$ cat src/rtl/mda_pkg.sv
// Shared definitions for the MDA attribute serializer: attribute field
// constants, the line-graphics code range and the decoded cell mode.
package mda_pkg;

    localparam int         ATTR_BLINK_BIT = 7;
    localparam int         ATTR_INTEN_BIT = 3;
    localparam logic [2:0] ATTR_UL        = 3'b001;
    localparam logic [7:0] ATTR_FG_MASK   = 8'h07;
    localparam logic [7:0] ATTR_BG_MASK   = 8'h70;

    // Character codes whose 9th column repeats the 8th (box drawing).
    localparam logic [7:0] LINE_GFX_LO = 8'hC0;
    localparam logic [7:0] LINE_GFX_HI = 8'hDF;

    typedef enum logic [1:0] {
        NORMAL    = 2'd0,
        REVERSE   = 2'd1,
        INVISIBLE = 2'd2,
        UNDERLINE = 2'd3
    } cell_mode_t;

    // Decode an attribute byte in priority order. UNDERLINE only means the
    // foreground field asks for it; the scan-line match is done by the caller.
    function automatic cell_mode_t decode_mode(input logic [7:0] a);
        logic [7:0] fg;
        logic [7:0] bg;
        fg = a & ATTR_FG_MASK;
        bg = a & ATTR_BG_MASK;
        if ((bg == 8'h00) && (fg == 8'h00)) begin
            return INVISIBLE;
        end
        if ((bg == ATTR_BG_MASK) && (fg == 8'h00)) begin
            return REVERSE;
        end
        if (a[2:0] == ATTR_UL) begin
            return UNDERLINE;
        end
        return NORMAL;
    endfunction

endpackage

$ cat src/rtl/mda_blink_timer.sv
// Frame counter for blink timing: counts rising edges of vertical sync and
// exposes the character blink phase (MSB) and cursor blink phase (MSB-1).
module mda_blink_timer #(
    parameter int BLINK_BITS = 5
) (
    input  logic clk,
    input  logic rst,
    input  logic i_vs,
    output logic o_char_phase,
    output logic o_cur_phase
);

    logic                  r_vs_q;
    logic [BLINK_BITS-1:0] r_cnt;
    logic                  w_vs_rise;

    // A long vs pulse counts once: only the low-to-high transition matters.
    assign w_vs_rise = i_vs & ~r_vs_q;

    // Register vs history and advance the frame counter on each new frame.
    always_ff @(posedge clk) begin
        if (rst) begin
            r_vs_q <= 1'b0;
            r_cnt  <= '0;
        end else begin
            r_vs_q <= i_vs;
            if (w_vs_rise) begin
                r_cnt <= r_cnt + 1'b1;
            end
        end
    end

    assign o_char_phase = r_cnt[BLINK_BITS-1];
    assign o_cur_phase  = r_cnt[BLINK_BITS-2];

endmodule

$ cat src/rtl/mda_attr_serializer.sv
// MDA character pixel path: captures glyph row + attribute per cell and
// serialises it with attribute, blink, 9th-column and (optionally) cursor
// processing. Hardware cursor is built only when MDA_CURSOR_EN is defined.
module mda_attr_serializer
    import mda_pkg::*;
#(
    parameter int CHAR_W     = 9,
    parameter int CHAR_H     = 14,
    parameter int UL_ROW     = 13,
    parameter int BLINK_BITS = 5
) (
    input  logic                      clk,
    input  logic                      rst,
    input  logic                      ld,
    input  logic [7:0]                glyph,
    input  logic [7:0]                code,
    input  logic [7:0]                attr,
    input  logic [$clog2(CHAR_H)-1:0] char_row,
    input  logic                      de,
    input  logic                      vs,
    input  logic                      cur_hit,
    input  logic [$clog2(CHAR_H)-1:0] cur_start,
    input  logic [$clog2(CHAR_H)-1:0] cur_end,
    output logic                      video,
    output logic                      inten
);

    localparam int ROW_W = $clog2(CHAR_H);
    localparam int CNT_W = 4;
    localparam logic [ROW_W-1:0] UL_ROW_V = ROW_W'(UL_ROW);
    localparam logic [CNT_W-1:0] LAST_PIX = CNT_W'(CHAR_W - 1);

    // Captured cell state. The shift register holds the pixels still to be
    // shown after the first one, which goes out straight from the inputs.
    logic [8:0]       r_shift;
    logic [CNT_W-1:0] r_cnt;
    logic [7:0]       r_attr;
    logic [ROW_W-1:0] r_row;
    logic             r_char_phase;
    logic             r_video;
    logic             r_inten;

    logic [8:0]       w_shift_next;
    logic [CNT_W-1:0] w_cnt_next;
    logic [7:0]       w_attr_sel;
    logic [ROW_W-1:0] w_row_sel;
    logic             w_char_phase_live;
    logic             w_cur_phase_live;
    logic             w_char_phase;
    logic             w_bit;
    logic             w_bit9;
    logic             w_valid;
    cell_mode_t       w_mode;
    logic             w_raw;
    logic             w_video_next;
    logic             w_inten_next;

    mda_blink_timer #(
        .BLINK_BITS (BLINK_BITS)
    ) u_blink (
        .clk          (clk),
        .rst          (rst),
        .i_vs         (vs),
        .o_char_phase (w_char_phase_live),
        .o_cur_phase  (w_cur_phase_live)
    );

`ifdef MDA_CURSOR_EN
    logic r_cur_hit;
    logic r_cur_phase;
    logic w_cur_hit_sel;
    logic w_cur_phase;

    // Cursor state is captured with the cell so the whole cell sees one phase.
    always_ff @(posedge clk) begin
        if (rst) begin
            r_cur_hit   <= 1'b0;
            r_cur_phase <= 1'b0;
        end else if (ld) begin
            r_cur_hit   <= cur_hit;
            r_cur_phase <= w_cur_phase_live;
        end
    end

    assign w_cur_hit_sel = ld ? cur_hit          : r_cur_hit;
    assign w_cur_phase   = ld ? w_cur_phase_live : r_cur_phase;
`else
    logic w_unused;
    assign w_unused = &{1'b0, cur_hit, cur_start, cur_end, w_cur_phase_live};
`endif

    // On a load cycle the new cell's inputs drive the pixel directly, which
    // gives the single cycle of latency and lets an early ld cut a cell short.
    always_comb begin
        w_attr_sel   = ld ? attr : r_attr;
        w_row_sel    = ld ? char_row : r_row;
        w_char_phase = ld ? w_char_phase_live : r_char_phase;
        w_bit        = ld ? glyph[7] : r_shift[8];
        w_valid      = ld | (r_cnt != '0);
        w_mode       = decode_mode(w_attr_sel);

        w_bit9 = 1'b0;
        if ((CHAR_W == 9) && (code >= LINE_GFX_LO) && (code <= LINE_GFX_HI)) begin
            w_bit9 = glyph[0];
        end

        w_shift_next = r_shift;
        w_cnt_next   = r_cnt;
        if (ld) begin
            w_shift_next = {glyph[6:0], w_bit9, 1'b0};
            w_cnt_next   = LAST_PIX;
        end else if (r_cnt != '0) begin
            w_shift_next = {r_shift[7:0], 1'b0};
            w_cnt_next   = r_cnt - 1'b1;
        end
    end

    // Attribute decode, blink suppression, cursor overlay and de gating.
    always_comb begin
        w_raw = 1'b0;
        case (w_mode)
            INVISIBLE: w_raw = 1'b0;
            REVERSE:   w_raw = ~w_bit;
            UNDERLINE: w_raw = (w_row_sel == UL_ROW_V) ? 1'b1 : w_bit;
            default:   w_raw = w_bit;
        endcase

        // Blink-off phase hides the foreground; for reverse cells the hidden
        // foreground leaves the lit background, i.e. a solid block.
        if (w_attr_sel[ATTR_BLINK_BIT] && !w_char_phase) begin
            w_raw = (w_mode == REVERSE);
        end

        if (!w_valid) begin
            w_raw = 1'b0;
        end

`ifdef MDA_CURSOR_EN
        if (w_valid && w_cur_hit_sel && w_cur_phase &&
            (cur_start <= w_row_sel) && (w_row_sel <= cur_end)) begin
            w_raw = 1'b1;
        end
`endif

        w_video_next = w_raw & de;
        w_inten_next = w_attr_sel[ATTR_INTEN_BIT] & de;
    end

    // Cell capture, pixel shifting and output registers.
    always_ff @(posedge clk) begin
        if (rst) begin
            r_shift      <= '0;
            r_cnt        <= '0;
            r_attr       <= '0;
            r_row        <= '0;
            r_char_phase <= 1'b0;
            r_video      <= 1'b0;
            r_inten      <= 1'b0;
        end else begin
            r_shift <= w_shift_next;
            r_cnt   <= w_cnt_next;
            r_video <= w_video_next;
            r_inten <= w_inten_next;
            if (ld) begin
                r_attr       <= attr;
                r_row        <= char_row;
                r_char_phase <= w_char_phase_live;
            end
        end
    end

    assign video = r_video;
    assign inten = r_inten;

endmodule
$ cat config.mk
export PLATFORM = sky130hd
export DESIGN_NAME = mda_attr_serializer
export DESIGN_NICKNAME = d
export VERILOG_FILES = /design/src/rtl/mda_pkg.sv /design/src/rtl/mda_blink_timer.sv /design/src/rtl/mda_attr_serializer.sv
export SDC_FILE = /design/constraint.sdc
export NUM_CORES = 1
export LEC_CHECK = 0
export ABC_AREA = 0
export CAP_MARGIN = 40
export CORE_MARGIN = 1
export CORE_UTILIZATION = 42
export CTS_CLUSTER_SIZE = 8
export DETAILED_ROUTE_END_ITERATION = 16
export HOLD_SLACK_MARGIN = 0.08
export PLACE_DENSITY_LB_ADDON = 0.1
export RECOVER_POWER = 25
export SLEW_MARGIN = 30
export SYNTH_ARGS = -nofsm -noshare
export SYNTH_HDL_FRONTEND = slang
export SYNTH_SLANG_ARGS = --single-unit
$ cat constraint.sdc
create_clock -name clk -period 1.66 [get_ports clk]
set_input_delay 0.166 -clock clk [delete_from_list [all_inputs] [get_ports clk]]
set_output_delay 0.166 -clock clk [all_outputs]
set_load 0.05 [all_outputs]
# --- Word-level counts from Yosys, hierarchy flattened ---
# Index checks and enable logic that the tools add are counted.
totals:
  wordCells: 61
  out_inout_bits: 2
  ff_bits: 33
  input_bits: 42
op_classes:
  n_reduce_logical: 10
  magnitude_cmp: 2
  addsub: 2
  bitwise: 6
  n_eq_ne: 6
  mux: 25
ops:
  columns: ["cell", "count"]
  rows:
  - ["$mux 9", 2]
  - ["$logic_not 8->1", 2]
  - ["$mux 1", 12]
  - ["$mux 2", 6]
  - ["$mux 4", 3]
  - ["$ge 8x8->1 const B", 1]
  - ["$le 8x8->1 const B", 1]
  - ["$mux 8", 1]
  - ["$add 5x1->5 const B", 1]
  - ["$eq 2x2->1 const B", 2]
  - ["$eq 4x4->1 const B", 1]
  - ["$logic_and 1x1->1", 4]
  - ["$reduce_bool 4->1", 1]
  - ["$sub 4x1->4 const B", 1]
  - ["$and 1x1->1", 3]
  - ["$eq 3x1->1 const B", 1]
  - ["$eq 3x3->1 const B", 1]
  - ["$pmux 1 s3", 1]
  - ["$eq 2x1->1 const B", 1]
  - ["$not 1->1", 2]
  - ["$reduce_bool 2->1", 1]
  - ["$reduce_or 2->1", 1]
  - ["$logic_not 1->1", 1]
  - ["$or 1x1->1", 1]

# --- Logic depth before layout (Yosys ltp) ---
# Gate-level depths: netlist of the first run.
depth:
  word_depth: 15
  mapped_depth: 7
  ltp_nobuf: 6

# --- Modules after synthesis ---
# A second synthesis of the first run with hierarchy kept.
hier_totals:
  cells_unflattened: 159
  area_unflattened_um2: 1552.7
modules_own_cells:
  columns: ["module", "seq_area_each_um2", "cells_each", "area_per_inst_um2", "n_inst"]
  rows:
  - ["mda_attr_serializer", 540.5, 135, 1295.0, 1]
  - ["mda_blink_timer", 120.1, 24, 257.7, 1]

# --- Least setup slack after synthesis of the first run ---
# No wires, ideal clock.
synth_timing:
  path_kind: "register to register"
  start: "register r_cnt[0]"
  end: "register r_shift[3]"
  period_less_slack_ns: 1.573
  setup_time_ns: 0.128
  setup_slack_ns: 0.087
  path_buffers: 1
  t_arrival_ns: 1.446
  stages_incl_launch_ff: 8
  required_ns: 1.532
  cell_sequence: "dfxtp_1 inv_1 ha_1 nor3b_2 buf_2 mux2_2 mux2i_1 nor2_1"
synth_via:
  elab_chain_len: 2
synth_lines:
  columns: ["item", "line", "source"]
  rows:
  - ["start: declaration", "mda_attr_serializer.sv:36", "logic [CNT_W-1:0] r_cnt;"]
  - ["start signal: assignment", "mda_attr_serializer.sv:161", "r_cnt <= w_cnt_next;"]
  - ["$reduce_bool 4->1", "mda_attr_serializer.sv:112", "end else if (r_cnt != '0) begin"]
  - ["$reduce_bool 2->1 (no source line)", null, null]
  - ["end signal: assignment", "mda_attr_serializer.sv:160", "r_shift <= w_shift_next;"]
  - ["end: declaration", "mda_attr_serializer.sv:35", "logic [8:0] r_shift;"]
# No other way between the ends.
# A chain may end at the register's enable or synchronous reset.

# --- Final worst setup path of the first run ---
layout_timing:
  start: "register r_video (netlist: video)"
  end: "output video"
layout_lines:
  columns: ["item", "line", "source"]
  rows:
  - ["start: declaration", "mda_attr_serializer.sv:40", "logic r_video;"]
  - ["start signal: assignment", "mda_attr_serializer.sv:162", "r_video <= w_video_next;"]
  - ["end: declaration", "mda_attr_serializer.sv:24", "output logic video,"]
# No word-level cell between the ends.

==> metrics.txt, run 1 <==
# TYPE chip_impl_metric gauge
chip_impl_info{name="worstHoldStart",value="ld"} 1
chip_impl_info{name="synth_top_area_cell",value="sky130_fd_sc_hd__dfxtp_1"} 1
chip_impl_metric{name="remaining_drc_errors",unit=""} 0
chip_impl_info{name="reg2reg_from",value="r_cnt[0]"} 1
chip_impl_metric{name="syn_to_layout_area_delta",unit="%"} 29.35
chip_impl_metric{name="place_inst",unit=""} 232
chip_impl_metric{name="period_needed",unit="ps"} 1590
chip_impl_metric{name="fp.dieArea",unit="mm²"} 0.003858
chip_impl_info{name="timing.rr.end",value="r_shift[6]"} 1
chip_impl_metric{name="syn_avg_cell_area",unit="µm²"} 9.667
chip_impl_metric{name="leakagePower",unit="nW"} 0.8383
chip_impl_metric{name="proportion_of_layout_cells_with_a_drive_suffix_above_1",unit="%"} 13.40
chip_impl_metric{name="arrival",unit="ps"} 1420
chip_impl_metric{name="worst-endpoint-required",unit="ps"} 1490
chip_impl_metric{name="report.power.total",unit="mW"} 1.728
chip_impl_metric{name="mapped_cell_area",unit="mm²"} 0.001518
chip_impl_metric{name="final-max-slew-violation-count",unit=""} 0
chip_impl_info{name="hold_path_class",value="input pin to flip-flop"} 1
chip_impl_metric{name="detail_route.wl_per_cell",unit="µm"} 12.59
chip_impl_metric{name="final_net_count",unit=""} 239
chip_impl_metric{name="synth_seq_cells",unit=""} 33
chip_impl_metric{name="num_antenna_cells",unit=""} 0
chip_impl_info{name="clk_root_buffer_cell",value="sky130_fd_sc_hd__clkbuf_4"} 1
chip_impl_metric{name="syn-num-nets",unit=""} 202
chip_impl_metric{name="final_hold_viol_count",unit=""} 0
chip_impl_info{name="highest_count_cells_in_the_layout_ignoring_fill_and_taps",value="sky130_fd_sc_hd__dfxtp_1, sky130_fd_sc_hd__nor2_1, sky130_fd_sc_hd__clkdlybuf4s50_1"} 1
chip_impl_info{name="unrepaired_setup_endpoints_after_global_routing",value="no"} 1
chip_impl_metric{name="yosys.area.top_type_share",unit="%"} 43.53
chip_impl_metric{name="number_of_drc_markers_after_the_initial_detailed_route_iteration",unit=""} 50
chip_impl_metric{name="vias_in_the_first_global_route",unit=""} 1186
chip_impl_metric{name="setup.reg_to_reg.worst_slack",unit="ps"} 80
chip_impl_metric{name="placementRows",unit=""} 21
chip_impl_info{name="most_frequent_standard_cell_in_the_layout_excluding_fill_and_tap_cells",value="sky130_fd_sc_hd__dfxtp_1"} 1
chip_impl_info{name="critical_path_cell_by_cell",value="clkdlybuf4s50_1"} 1
chip_impl_metric{name="final_cells",unit=""} 240
chip_impl_metric{name="slew_headroom",unit="%"} 66.44
chip_impl_metric{name="timing.critical_path.fanout_max",unit=""} 1
chip_impl_metric{name="detailed_place_hpwl",unit="mm"} 2.203
chip_impl_metric{name="number_of_buffers_inserted_by_port_buffering",unit=""} 29
chip_impl_metric{name="setup-violations-final",unit=""} 0
chip_impl_info{name="worst-setup-path-type",value="flip-flop to primary output"} 1
chip_impl_metric{name="fin_setup_tns",unit="ps"} 0
chip_impl_metric{name="dr.pass1.iters",unit=""} 4
chip_impl_metric{name="initial_antenna_violation_count",unit=""} 0
chip_impl_metric{name="drt.antenna.violating_nets",unit=""} 0
chip_impl_metric{name="synth_async_sr_flop_share",unit="%"} 0
chip_impl_metric{name="die_width",unit="µm"} 62.12
chip_impl_info{name="critical-path-slowest-cell",value="sky130_fd_sc_hd__clkdlybuf4s50_1"} 1
chip_impl_metric{name="clock_skew",unit="ps"} 3.231
chip_impl_metric{name="viasPerCell",unit=""} 5.117
chip_impl_info{name="worst_setup_path_start_kind",value="flip-flop"} 1
chip_impl_metric{name="synth-edff-count",unit=""} 0
chip_impl_info{name="endpoint_worst_hold",value="r_attr[1]"} 1
chip_impl_metric{name="numCtsBuffers",unit=""} 5
chip_impl_info{name="end_kind",value="primary output"} 1
chip_impl_metric{name="number_of_vias_in_the_routed_layout",unit=""} 1228
chip_impl_metric{name="critical_path_buf_inv_count",unit=""} 1
chip_impl_metric{name="die_height",unit="µm"} 62.12
chip_impl_info{name="clock_tree_from_tritoncts",value="yes"} 1
chip_impl_info{name="cp_top_family",value="buffers and inverters"} 1
chip_impl_metric{name="tightestPinTransition",unit="ps"} 502.5
chip_impl_metric{name="grt_pass1_wl",unit="mm"} 5.181
chip_impl_metric{name="synth_sequential_area_ratio",unit="%"} 43.53
chip_impl_metric{name="clock_insertion_delay_worst_skew",unit="ps"} 320
chip_impl_metric{name="worst_slack",unit="ps"} 70.46
chip_impl_metric{name="floorplan.initialDensity",unit="%"} 44.78
chip_impl_info{name="main_flop_type_after_synthesis",value="sky130_fd_sc_hd__dfxtp_1"} 1
chip_impl_info{name="synthTopCellsByArea",value="sky130_fd_sc_hd__dfxtp_1, sky130_fd_sc_hd__mux2i_1, sky130_fd_sc_hd__nor2_1"} 1
chip_impl_metric{name="timing.fmax",unit="GHz"} 0.6291
chip_impl_metric{name="cts_max_level",unit=""} 2
chip_impl_metric{name="ys_warn_count",unit=""} 0
chip_impl_metric{name="peakVddDrop",unit="V"} 0.0004728
chip_impl_metric{name="grt_usage",unit="%"} 17.14
chip_impl_metric{name="critical-path-max-stage-delay",unit="ps"} 790
chip_impl_info{name="outcome",value="completed"} 1
chip_impl_metric{name="final_min_period_over_clock_period",unit="%"} 95.76
chip_impl_metric{name="gp_congestion",unit=""} 0.7183
chip_impl_metric{name="pin_count",unit=""} 44
chip_impl_metric{name="postSynthCellCount",unit=""} 157
chip_impl_metric{name="cts_max_path_buffers",unit=""} 2
chip_impl_metric{name="cts_sinks",unit=""} 33
chip_impl_metric{name="rr_worst_depth",unit=""} 7
chip_impl_metric{name="synth.distinct_cells",unit=""} 37
chip_impl_metric{name="cap_viol_max_count",unit=""} 0
chip_impl_metric{name="clk_transition_reported_paths",unit="ps"} 90
chip_impl_metric{name="dpl_worst_slack",unit="ps"} -12.09
chip_impl_metric{name="coreArea",unit="mm²"} 0.003390
chip_impl_metric{name="grt_start_max_net_pins",unit=""} 32
chip_impl_metric{name="cts.hold.buffers_added",unit=""} 0
chip_impl_metric{name="postRouteWirelength",unit="mm"} 3.021
chip_impl_metric{name="global_route.overflow_total",unit=""} 0
chip_impl_metric{name="fillCellCount",unit=""} 293
chip_impl_metric{name="holdPathStages",unit=""} 3
chip_impl_metric{name="power_density",unit="mW/mm²"} 880.2
chip_impl_metric{name="fin_hold_ws",unit="ps"} 324.0
-- worst max path at each step --
stage	start	end	slack (ps)	depth (start not counted)
floorplan	r_cnt[0]	r_shift[3]	90	7
global placement	attr[7]	video	60	5
detailed placement	r_cnt[0]	r_shift[6]	-10	7
CTS	r_cnt[1]	r_shift[6]	30	7
global route	video	video	10	1
finish	video	video	70	1
-- cell type report --
cell class	instances	area, µm²	area share (%)
repair buffers	38	359.1	18.29
inverters	2	7.507	0.3824
clock buffers	7	55.05	2.804
multi-input cells	114	823.3	41.94
well taps	46	57.56	2.932
flip-flops and latches	33	660.6	33.65
-- cell usage after synthesis (4+ instances only) --
master	number
sky130_fd_sc_hd__nor2b_1	4
sky130_fd_sc_hd__nor2_1	31
sky130_fd_sc_hd__mux2i_1	21
sky130_fd_sc_hd__mux2_2	5
sky130_fd_sc_hd__dfxtp_1	33
sky130_fd_sc_hd__nor3_1	5
sky130_fd_sc_hd__nand4_1	4
-- what timing repair did --
item                                    CTS  global route
setup buffers                             0             1
resized for setup                         4             3
endpoints found under the setup margin    7             9
hold endpoints to repair                  0             0
-- sequential cells by signal (all words and copies together) (netlist names) --
signal and flops:
video 1, r_char_phase 1, u_blink.r_cnt 5, r_shift 8, r_attr 8, inten 1, r_cnt 4, u_blink.r_vs_q 1
r_row 4
-- cell families after synthesis --
kind of cell / after synthesis / share of synthesized area [%]
XOR/XNOR: 6 / 3.463
flip-flops: 33 / 43.53
adder cells (fa/ha/maj): 3 / 2.473
multiplexers: 28 / 19.04
AND/OR/NAND/NOR: 65 / 22.26
AO/OA/AOI/OAI: 12 / 5.771
buffers and inverters: 10 / 3.462
-- worst register-to-register path, delay by kind of cell, from the launching register on --
family                     cells  cell delay, ps
and+or+nand+nor                2             250
adders and majority gates      1             150
buffers and inverters          2             250
DFF                            1             340
muxes                          2             470
-- metal layers --
| metal | track usage, % | up-vias | wire length [µm] |
|---|---|---|---|
| met4 | 5.233 | 0 | 36 |
| met5 | 0 | - | 0 |
| li1 | - | 621 | - |
| met1 | 19.26 | 584 | 1333 |
| met2 | 29.81 | 18 | 1542 |
| met3 | 6.618 | 5 | 109 |
-- where the power goes --
group	total (mW)	leakage [nW]	internal, mW	switching (mW)
Combinational	0.404	0.536	0.232	0.172
Clock	0.446	0.0314	0.200	0.246
Sequential	0.878	0.271	0.842	0.0359
-- through the flow --
stage,utilization (%),cell area (µm²)
6_report,57.92,1963
5_1_grt,57.92,1963
4_1_cts,57.33,1943
3_5_place_dp,55.33,1876
3_3_place_gp,55.33,1876
2_1_floorplan,-,1518
Note: power is estimated with default switching activity, not from simulation.
==> run 2: changes to the inputs <==
--- a/config.mk
+++ b/config.mk
@@ -8,8 +8,8 @@
 export ABC_AREA = 0
 export CAP_MARGIN = 40
-export CORE_MARGIN = 1
-export CORE_UTILIZATION = 42
+export CORE_UTILIZATION = 55
 export CTS_CLUSTER_SIZE = 8
 export DETAILED_ROUTE_END_ITERATION = 16
+export DONT_BUFFER_PORTS = 1
 export HOLD_SLACK_MARGIN = 0.08
 export PLACE_DENSITY_LB_ADDON = 0.1
==> constraint.sdc (replaced) <==
create_clock -name clk -period 1.66 [get_ports clk]
set_input_delay 0.332 -clock clk [delete_from_list [all_inputs] [get_ports clk]]
set_output_delay 0.332 -clock clk [all_outputs]
set_load 0.05 [all_outputs]
==> run 2 against run 1 <==
Net effect: clock-buffer cell count decreased by 1; clock power decreased by 5.4%; die area decreased by 23%; cell area decreased by 5.8%; worst hold slack got worse by 200 ps; global-route usage increased by 4.1 points; final cell count decreased by 13%; core utilization increased by 15 points; critical path type is now flip-flop to flip-flop.
==> metrics.txt, run 2 (synthesized netlist as in run 1, its figures left out) <==
# TYPE chip_impl_metric gauge
chip_impl_metric{name="final-max-slew-violation-count",unit=""} 0
chip_impl_metric{name="die_width",unit="µm"} 54.53
chip_impl_metric{name="period_needed",unit="ps"} 1657
chip_impl_metric{name="pin_count",unit=""} 44
chip_impl_metric{name="cts_max_path_buffers",unit=""} 2
chip_impl_metric{name="grt_pass1_wl",unit="mm"} 4.305
chip_impl_metric{name="detail_route.wl_per_cell",unit="µm"} 14.40
chip_impl_metric{name="number_of_drc_markers_after_the_initial_detailed_route_iteration",unit=""} 25
chip_impl_metric{name="setup.reg_to_reg.worst_slack",unit="ps"} 3
chip_impl_metric{name="viasPerCell",unit=""} 5.643
chip_impl_info{name="endpoint_worst_hold",value="inten"} 1
chip_impl_metric{name="clk_transition_reported_paths",unit="ps"} 110
chip_impl_metric{name="arrival",unit="ps"} 1860
chip_impl_metric{name="timing.fmax",unit="GHz"} 0.6034
chip_impl_info{name="unrepaired_setup_endpoints_after_global_routing",value="yes"} 1
chip_impl_metric{name="fin_setup_tns",unit="ps"} 0
chip_impl_metric{name="cts_max_level",unit=""} 2
chip_impl_metric{name="remaining_drc_errors",unit=""} 0
chip_impl_metric{name="tightestPinTransition",unit="ps"} 630.8
chip_impl_metric{name="postRouteWirelength",unit="mm"} 3.025
chip_impl_metric{name="cts_sinks",unit=""} 33
chip_impl_metric{name="syn_to_layout_area_delta",unit="%"} 21.85
chip_impl_metric{name="grt_start_max_net_pins",unit=""} 39
chip_impl_metric{name="final_cells",unit=""} 210
chip_impl_metric{name="placementRows",unit=""} 18
chip_impl_metric{name="drt.antenna.violating_nets",unit=""} 0
chip_impl_metric{name="initial_antenna_violation_count",unit=""} 0
chip_impl_metric{name="numCtsBuffers",unit=""} 5
chip_impl_metric{name="rr_worst_depth",unit=""} 7
chip_impl_metric{name="post-route-cell-area",unit="mm²"} 0.001849
chip_impl_metric{name="dr.pass1.iters",unit=""} 4
chip_impl_info{name="worst-setup-path-type",value="flip-flop to flip-flop"} 1
chip_impl_info{name="critPathLaunch",value="r_cnt[1]"} 1
chip_impl_info{name="timing.rr.end",value="r_shift[4]"} 1
chip_impl_metric{name="fin_hold_ws",unit="ps"} 122.5
chip_impl_metric{name="die_height",unit="µm"} 54.53
chip_impl_metric{name="leakagePower",unit="nW"} 0.8225
chip_impl_metric{name="postLayoutCoreUtil",unit="%"} 72.66
chip_impl_info{name="worstHoldStart",value="de"} 1
chip_impl_metric{name="final_net_count",unit=""} 224
chip_impl_metric{name="grt_usage",unit="%"} 21.29
chip_impl_metric{name="number_of_buffers_inserted_by_port_buffering",unit=""} 0
chip_impl_metric{name="floorplan.initialDensity",unit="%"} 59.64
chip_impl_info{name="clk_root_buffer_cell",value="sky130_fd_sc_hd__clkbuf_4"} 1
chip_impl_metric{name="slew_headroom",unit="%"} 57.80
chip_impl_metric{name="clock_skew",unit="ps"} 14.12
chip_impl_metric{name="number_of_vias_in_the_routed_layout",unit=""} 1185
chip_impl_metric{name="timing.critical_path.fanout_max",unit=""} 4
chip_impl_metric{name="setup-violations-final",unit=""} 0
chip_impl_metric{name="coreArea",unit="mm²"} 0.002545
chip_impl_metric{name="proportion_of_layout_cells_with_a_drive_suffix_above_1",unit="%"} 15.00
chip_impl_metric{name="num_antenna_cells",unit=""} 0
chip_impl_metric{name="detailed_place_hpwl",unit="mm"} 1.812
chip_impl_metric{name="vias_in_the_first_global_route",unit=""} 1028
chip_impl_info{name="worst_setup_path_start_kind",value="flip-flop"} 1
chip_impl_metric{name="peakVddDrop",unit="V"} 0.0007286
chip_impl_metric{name="placed_cell_area",unit="mm²"} 0.001538
chip_impl_metric{name="place_inst",unit=""} 181
chip_impl_info{name="clock_tree_from_tritoncts",value="yes"} 1
chip_impl_metric{name="report.power.total",unit="mW"} 1.714
chip_impl_metric{name="clock_insertion_delay_worst_skew",unit="ps"} 340
chip_impl_info{name="layout_top_registers",value="r_attr (8), r_shift (8), u_blink.r_cnt (5)"} 1
chip_impl_metric{name="global_route.overflow_total",unit=""} 0
chip_impl_info{name="highest_count_cells_in_the_layout_ignoring_fill_and_taps",value="sky130_fd_sc_hd__nor2_1, sky130_fd_sc_hd__dfxtp_1, sky130_fd_sc_hd__mux2i_1"} 1
chip_impl_metric{name="holdPathStages",unit=""} 1
chip_impl_info{name="outcome",value="completed"} 1
chip_impl_metric{name="final_min_period_over_clock_period",unit="%"} 99.84
chip_impl_metric{name="fp.dieArea",unit="mm²"} 0.002974
chip_impl_metric{name="gp_congestion",unit=""} 0.6727
chip_impl_metric{name="worst-endpoint-required",unit="ps"} 1860
chip_impl_info{name="hold_path_class",value="input pin to flip-flop"} 1
chip_impl_metric{name="worst_slack",unit="ps"} 2.722
chip_impl_metric{name="cap_viol_max_count",unit=""} 0
chip_impl_info{name="end_kind",value="flip-flop"} 1
chip_impl_metric{name="final_hold_viol_count",unit=""} 0
chip_impl_info{name="reg2reg_from",value="r_cnt[1]"} 1
chip_impl_metric{name="power_density",unit="mW/mm²"} 926.7
chip_impl_metric{name="dpl_worst_slack",unit="ps"} 50.77
## run 2: changes by cell type in the layout (fill, tap and decap cells not counted), sizes merged
cell / change
dlygate4sd3: +16
clkinv: +2
dlymetal6s2s: -1
buf: -5
clkdlybuf4s50: -26
## run 2: layout make-up
class	instances	area, µm²
clock inverter	2	10.01
multi-input combinational	114	844.6
sequential	33	663.1
clock buffer	6	41.29
tap	30	37.54
inverter	2	7.507
fill	207	695.7
timing repair buffer	23	245.2
## run 2: worst max path at each step
stage | cells after the start | slack, ps | endpoint
finish | 7 | 3 | r_shift[4]
global route | 7 | -70 | r_shift[4]
CTS | 7 | 0.9 | r_shift[3]
detailed placement | 7 | 50 | r_shift[3]
global placement | 7 | 120 | r_shift[4]
floorplan | 7 | 90 | r_shift[3]
## run 2: where the power goes
group | internal [mW] | switching [mW] | total [mW]
clock | 0.161 | 0.261 | 0.422
combinational | 0.254 | 0.150 | 0.404
sequential | 0.844 | 0.0433 | 0.887
## run 2: per-layer routing
metal / track usage [%] / share of wire, % / wire length, µm
met1: 24.92 / 45 / 1356
met2: 35.16 / 48 / 1459
met3: 6.389 / 5.5 / 167
met4: 10.26 / 1.4 / 42
met5: 0 / 0 / 0
## run 2: worst max-delay path, stage by stage, from the launching register on
cell and delay (ps):
sky130_fd_sc_hd__dfxtp_2 350, sky130_fd_sc_hd__inv_2 80, sky130_fd_sc_hd__ha_4 140, sky130_fd_sc_hd__nor3b_4 270
sky130_fd_sc_hd__clkbuf_16 190, sky130_fd_sc_hd__mux2_2 320, sky130_fd_sc_hd__mux2i_1 120, sky130_fd_sc_hd__nor2_1 50
## run 2: timing repair
action,CTS,global route
hold endpoints to repair,31,0
resized for setup,0,13
setup buffers,0,3
setup endpoints to repair,0,10
hold buffers,17,0
==> run 3: changes to the inputs <==
--- a/config.mk
+++ b/config.mk
@@ -6,5 +6,4 @@
 export NUM_CORES = 1
 export LEC_CHECK = 0
-export ABC_AREA = 0
 export CAP_MARGIN = 40
 export CORE_UTILIZATION = 55
==> constraint.sdc (replaced) <==
create_clock -name clk -period 1.66 [get_ports clk]
set_input_delay 0.332 -clock clk [delete_from_list [all_inputs] [get_ports clk]]
set_output_delay 0.332 -clock clk [all_outputs]
set_load 0.01 [all_outputs]
==> results of run 3 <==
The final DEF is identical to that of run 2. Status: completed.
Among the figures that moved: total power 1.714 mW -> 1.708 mW; worst IR drop on VDD 0.0007286 V -> 0.0007241 V
